[config.mk]
export PLATFORM = sky130hd
export DESIGN_NAME = ps2_key_decoder
export DESIGN_NICKNAME = d
export VERILOG_FILES = /design/src/rtl/ps2_key_decoder.sv
export SDC_FILE = /design/constraint.sdc
export NUM_CORES = 1
export LEC_CHECK = 0
export CORE_ASPECT_RATIO = 0.5
export CORE_MARGIN = 2
export CORE_UTILIZATION = 53
export DETAILED_ROUTE_END_ITERATION = 7
export PLACE_DENSITY = 0.77
export SLEW_MARGIN = 20
export SYNTH_ARGS = -nofsm -noshare
export SYNTH_HDL_FRONTEND = slang
export SYNTH_SLANG_ARGS = --single-unit
[constraint.sdc]
create_clock -name clk_sys -period 2.31 [get_ports clk_sys]
set_clock_uncertainty 0.2 [all_clocks]
set_input_delay 0.3465 -clock clk_sys [delete_from_list [all_inputs] [get_ports clk_sys]]
set_output_delay 0.3465 -clock clk_sys [all_outputs]
set_load 0.01 [all_outputs]
[src/rtl/ps2_key_decoder.sv]
// ps2_key_decoder: receive-only PS/2 keyboard front end.
// Synchronises and de-glitches the PS/2 clock, shifts in 11-bit frames and
// turns the make/break/extended byte stream into an 11-bit key event word
// {toggle, pressed, extended, code}. Bit 10 flips on every event so a
// consumer in another domain can detect new events by edge comparison.
//
// Build option: define PS2_PARITY_CHECK_EN to reject frames whose parity
// is not odd. With the macro undefined the parity bit is consumed and
// ignored, and frame_err reports stop-bit errors only.
module ps2_key_decoder #(
  parameter int FILTER_LEN     = 8,
  parameter int TIMEOUT_CYCLES = 24000
) (
  input  logic        clk_sys,
  input  logic        reset_n,
  input  logic        ps2_clk,
  input  logic        ps2_data,
  output logic [10:0] ps2_key,
  output logic        frame_err
);

  localparam int FW = (FILTER_LEN > 1) ? $clog2(FILTER_LEN) : 1;
  localparam int TW = $clog2(TIMEOUT_CYCLES + 1);
  localparam logic [FW-1:0] FILT_LAST = FW'(FILTER_LEN - 1);
  localparam logic [TW-1:0] TMO_LAST  = TW'(TIMEOUT_CYCLES - 1);

  // ---------------------------------------------------------------------
  // Input synchronisers (reset to the idle-high bus level)
  // ---------------------------------------------------------------------
  logic [1:0] clk_sync;
  logic [1:0] dat_sync;
  logic       clk_s;
  logic       data_s;

  // Two-flop synchronisers on both PS/2 lines
  always_ff @(posedge clk_sys or negedge reset_n) begin
    if (!reset_n) begin
      clk_sync <= 2'b11;
      dat_sync <= 2'b11;
    end else begin
      clk_sync <= {clk_sync[0], ps2_clk};
      dat_sync <= {dat_sync[0], ps2_data};
    end
  end

  assign clk_s  = clk_sync[1];
  assign data_s = dat_sync[1];

  // ---------------------------------------------------------------------
  // Clock glitch filter: a new level is taken only after FILTER_LEN
  // consecutive samples disagree with the current filtered level.
  // ---------------------------------------------------------------------
  logic          clk_filt;
  logic [FW-1:0] filt_cnt;
  logic          filt_flip;
  logic          fall_edge;

  assign filt_flip = (clk_s != clk_filt) && (filt_cnt == FILT_LAST);
  assign fall_edge = filt_flip && !clk_s;

  // Count disagreeing samples; any agreeing sample restarts the run
  always_ff @(posedge clk_sys or negedge reset_n) begin
    if (!reset_n) begin
      clk_filt <= 1'b1;
      filt_cnt <= '0;
    end else if (clk_s == clk_filt) begin
      filt_cnt <= '0;
    end else if (filt_flip) begin
      clk_filt <= clk_s;
      filt_cnt <= '0;
    end else begin
      filt_cnt <= filt_cnt + FW'(1);
    end
  end

  // ---------------------------------------------------------------------
  // Bit-level frame receiver
  // ---------------------------------------------------------------------
  typedef enum logic [1:0] {
    B_IDLE,
    B_DATA,
    B_PARITY,
    B_STOP
  } bit_st_t;

  bit_st_t       bit_st;
  logic [7:0]    shift_q;
  logic [2:0]    bit_cnt;
  logic [TW-1:0] tmo_cnt;
  logic          byte_vld;
  logic [7:0]    byte_q;
  logic          stop_ok;

`ifdef PS2_PARITY_CHECK_EN
  logic par_bit;
  // Good frame: stop bit high and data+parity carry an odd number of ones
  assign stop_ok = data_s && (^{shift_q, par_bit});
`else
  assign stop_ok = data_s;
`endif

  // Frame FSM; a gap of TIMEOUT_CYCLES without a falling edge mid-frame
  // silently drops the partial frame so the next start bit resyncs us
  always_ff @(posedge clk_sys or negedge reset_n) begin
    if (!reset_n) begin
      bit_st    <= B_IDLE;
      shift_q   <= '0;
      bit_cnt   <= '0;
      tmo_cnt   <= '0;
      byte_vld  <= 1'b0;
      byte_q    <= '0;
      frame_err <= 1'b0;
`ifdef PS2_PARITY_CHECK_EN
      par_bit   <= 1'b0;
`endif
    end else begin
      byte_vld  <= 1'b0;
      frame_err <= 1'b0;
      if (fall_edge) begin
        tmo_cnt <= '0;
        case (bit_st)
          B_IDLE: begin
            // Only a low start bit opens a frame
            if (!data_s) begin
              bit_st  <= B_DATA;
              bit_cnt <= '0;
            end
          end
          B_DATA: begin
            // LSB arrives first, so shift in from the top
            shift_q <= {data_s, shift_q[7:1]};
            bit_cnt <= bit_cnt + 3'd1;
            if (bit_cnt == 3'd7) bit_st <= B_PARITY;
          end
          B_PARITY: begin
`ifdef PS2_PARITY_CHECK_EN
            par_bit <= data_s;
`endif
            bit_st <= B_STOP;
          end
          B_STOP: begin
            bit_st <= B_IDLE;
            if (stop_ok) begin
              byte_vld <= 1'b1;
              byte_q   <= shift_q;
            end else begin
              frame_err <= 1'b1;
            end
          end
          default: bit_st <= B_IDLE;
        endcase
      end else if (bit_st != B_IDLE) begin
        if (tmo_cnt == TMO_LAST) begin
          bit_st  <= B_IDLE;
          tmo_cnt <= '0;
        end else begin
          tmo_cnt <= tmo_cnt + TW'(1);
        end
      end else begin
        tmo_cnt <= '0;
      end
    end
  end

  // ---------------------------------------------------------------------
  // Scan-code event decoder
  // ---------------------------------------------------------------------
  typedef enum logic [1:0] {
    E_BASE,
    E_EXT,
    E_BRK
  } evt_st_t;

  evt_st_t evt_st;
  logic    ext_flag;
  logic    is_drop;

  // Keyboard status/ack bytes and the Pause prefix carry no key event
  assign is_drop = byte_q inside {8'hE1, 8'hAA, 8'hFA, 8'hFE, 8'hEE};

  // Prefix tracking; ext_flag only carries an E0 seen before F0 into BRK
  always_ff @(posedge clk_sys or negedge reset_n) begin
    if (!reset_n) begin
      evt_st   <= E_BASE;
      ext_flag <= 1'b0;
      ps2_key  <= 11'h000;
    end else if (byte_vld && !is_drop) begin
      if (byte_q == 8'hE0) begin
        // Repeated or late E0 prefixes leave the state alone
        if (evt_st == E_BASE) evt_st <= E_EXT;
      end else if (byte_q == 8'hF0) begin
        if (evt_st != E_BRK) begin
          ext_flag <= (evt_st == E_EXT);
          evt_st   <= E_BRK;
        end
      end else begin
        ps2_key  <= {~ps2_key[10],
                     (evt_st != E_BRK),
                     (evt_st == E_EXT) || ext_flag,
                     byte_q};
        evt_st   <= E_BASE;
        ext_flag <= 1'b0;
      end
    end
  end

endmodule

==> flow_metrics.env, run 1 <==
export IMPL_path_buf_inv=0
export IMPL_clk_latency_ps=330
export IMPL_rr_startpoint="tmo_cnt[6]"
export IMPL_nets=289
export IMPL_power_density_nw_per_um2=653
export IMPL_wl_per_cell_um=13.8
export IMPL_seq_area_um2=1510
export IMPL_grt_use_total=0.188
export IMPL_synth_cells=251
export IMPL_use_met3=0.0679
export IMPL_synth_compound_area_frac=0.0954
export IMPL_synth_edf_count=0
export IMPL_h_tree_depth=3
export IMPL_drt_pass1_iterations=4
export IMPL_dieHeight_um=55.6
export IMPL_r2r_end="bit_st[1]"
export IMPL_period_share=0.954
export IMPL_use_met2=0.303
export IMPL_fin_crit_ps=2200
export IMPL_ant_nets=0
export IMPL_arrival_ps=2210
export IMPL_ys_ff_latch=60
export IMPL_drive_gt1_frac=0.203
export IMPL_grt_pass1_vias=1956
export IMPL_dp_cells=334
export IMPL_num_vias=1958
export IMPL_required_ps=2320
export IMPL_routed_wl_um=4860
export IMPL_synth_area_per_cell_um2=11.2
export IMPL_ff2ff_path_depth=4
export IMPL_rsz0062_at_grt="false"
export IMPL_fin_setup_tns_ps=0
export IMPL_gp_congestion=0.867
export IMPL_rows=18
export IMPL_p_leak_uw=0.00144
export IMPL_layout_commonest_cell="dfrtp_1"
export IMPL_max_stage_delay_ps=530
export IMPL_r2r_slack_ps=110
export IMPL_multiInputGateArea_um2=1200
export IMPL_cts_setup_buffers=0
export IMPL_die_w_um=107
export IMPL_coreArea_um2=5020
export IMPL_critPathCaptureType="flop"
export IMPL_status="completed"
export IMPL_final_cell_mix="55 x dfrtp_1, 24 x nor2_1, 19 x mux2_2"
export IMPL_path_clk_slew_ps=60
export IMPL_grt_first_pass_wirelength_um=8700
export IMPL_syn_area_um2=2820
export IMPL_startpoint_type="flop"
export IMPL_synth_fp_nets=264
export IMPL_synth_area_mux_share=0.102
export IMPL_ys_warn_count=0
export IMPL_ctsLongestPathBuffers=2
export IMPL_dominantRegCellSynth="dfrtp_1"
export IMPL_drt_vias_per_instance=5.58
export IMPL_tritoncts="done"
export IMPL_ys_seq_area_frac=0.535
export IMPL_diodes=0
export IMPL_synth_top_family_by_area="simple AND/OR/NAND/NOR gates"
export IMPL_nFillCells=371
export IMPL_crit_type="reg -> reg"
export IMPL_crit_start="tmo_cnt[6]"
export IMPL_cts_sinks=60
export IMPL_finalNonFillerCells=351
export IMPL_synthSimpleGateAreaFrac=0.140
export IMPL_dr_first_iter_drc_count=156
export IMPL_syn_to_final_growth_pct=17.2
export IMPL_dp_hpwl_um=3320
export IMPL_path_cells="or4b_1 -> nor4_1 -> o221ai_1 -> a22o_1"
export IMPL_crit_cells=4
export IMPL_synth_xor_area_frac=0.0466
export IMPL_setup_viol=0
export IMPL_cts_root_buffer="clkbuf_8"
export IMPL_synthArstFlopShare=1.00
export IMPL_io_buffers=15
export IMPL_tightestPinTransition_ps=495
export IMPL_start_util=0.562
export IMPL_cts_made_buffers=9
export IMPL_max_vdd_ir_drop_mv=0.330
export IMPL_antenna_found_initial=0
export IMPL_max_slew_margin=0.667
export IMPL_route_detailed_drc=0
export IMPL_crit_fanout=3
export IMPL_met1_usage=0.227
export IMPL_endpoint="bit_st[1]"
export IMPL_synth_top_area_cell="dfrtp_1"
export IMPL_critPathSlowestCell="or4b_1"
export IMPL_critPathTopFamily="simple AND/OR/NAND/NOR gates"
export IMPL_max_freq_mhz=454
export IMPL_slew_viol_final=0
export IMPL_hold_viol_final=0
export IMPL_dieArea_um2=5960
export IMPL_synth_fa_ha_area_frac=0.0399
export IMPL_post_synth_top_area_fraction=0.488
export IMPL_busiest_layer="met2"
export IMPL_grt_overflow=0
export IMPL_grt_start_max_net_pins=61
export IMPL_ioPinCount=16
export IMPL_yosysUniqueCellTypes=46
export IMPL_max_cap_viol_count=0
export IMPL_synthTopCellsByArea="dfrtp_1 49%, mux2_2 7.6%, dfstp_2 4.7%"
export IMPL_hold_class="reg -> reg"
## what timing repair did
| item | CTS | global route |
|---|---|---|
| hold buffers | 1 | 0 |
| endpoints found under the hold margin | 55 | 0 |
| setup endpoints to repair | 0 | 11 |
| gates resized for setup | 0 | 2 |
## layout make-up
cell class	count	area share
Clock buffer	13	0.0511
Clock inverter	3	0.0132
Inverter	17	0.0193
Multi-Input combinational cell	165	0.363
Sequential cell	60	0.456
Tap cell	70	0.0265
Timing Repair Buffer	23	0.0704
## power by group
| group | switching, µW | internal [µW] | total [µW] | leakage [µW] |
|---|---|---|---|---|
| clock | 385 | 587 | 971 | 0.000110 |
| sequential | 19.4 | 1090 | 1110 | 0.000819 |
| combinational | 40.0 | 37.9 | 77.9 | 0.000516 |
## layer usage
metal / share of wire / up-vias
met3: 0.044 / 13
met2: 0.49 / 52
met4: 0.023 / 0
li1: - / 940
met1: 0.45 / 953
met5: 0 / -
## registers in the layout, indices dropped and copies added (netlist names)
register and flops:
clk_filt 1, tmo_cnt 15, byte_vld 1, frame_err 1, bit_st 2, bit_cnt 3, ext_flag 1, dat_sync 2
byte_q 8, clk_sync 2, shift_q 8, evt_st 2, ps2_key 11, filt_cnt 3
## synthesized netlist by cell type, drive strengths merged (6+ instances only)
master	count
nor3	6
ha	9
dfrtp	55
o21ai	9
inv	17
o211ai	7
nand3	8
mux2	22
nor2	24
xnor2	13
nand2	15
## cell families after synthesis
group / after synthesis
AO/OA/AOI/OAI: 38
XOR/XNOR: 15
adder cells (fa/ha/maj): 9
buffers and inverters: 26
flip-flops: 60
multiplexers: 25
AND/OR/NAND/NOR: 78
## worst min-delay path by stage
stage	endpoint	depth (start not counted)	start
final	clk_sync[1]	0	clk_sync[0]
after global routing	clk_sync[1]	0	clk_sync[0]
after CTS	clk_sync[1]	0	clk_sync[0]
after detailed placement	clk_sync[1]	0	clk_sync[0]
after global placement	clk_sync[1]	0	clk_sync[0]
after floorplan	bit_cnt[0]	0	reset_n
## through the flow
stage	hold slack [ps]	total power, µW	util	setup WS [ps]	instance area, µm²
detailed placement	149	1210	0.613	85.5	3080
global placement	146	1200	0.613	163	3080
CTS	158	2190	0.657	67.3	3300
floorplan	-149	1170	-	94.5	2820
global route	167	2260	0.658	6.03	3310
finish	157	2160	0.658	107	3310
Note: power is estimated with default switching activity, not from simulation.
==> run 2, diff against run 1 <==
CAP_MARGIN = 20   (was not set)
SLEW_MARGIN = not set   (was 20)
==> results of run 2 <==
Final layout, timing and power as in run 1 (identical DEF).
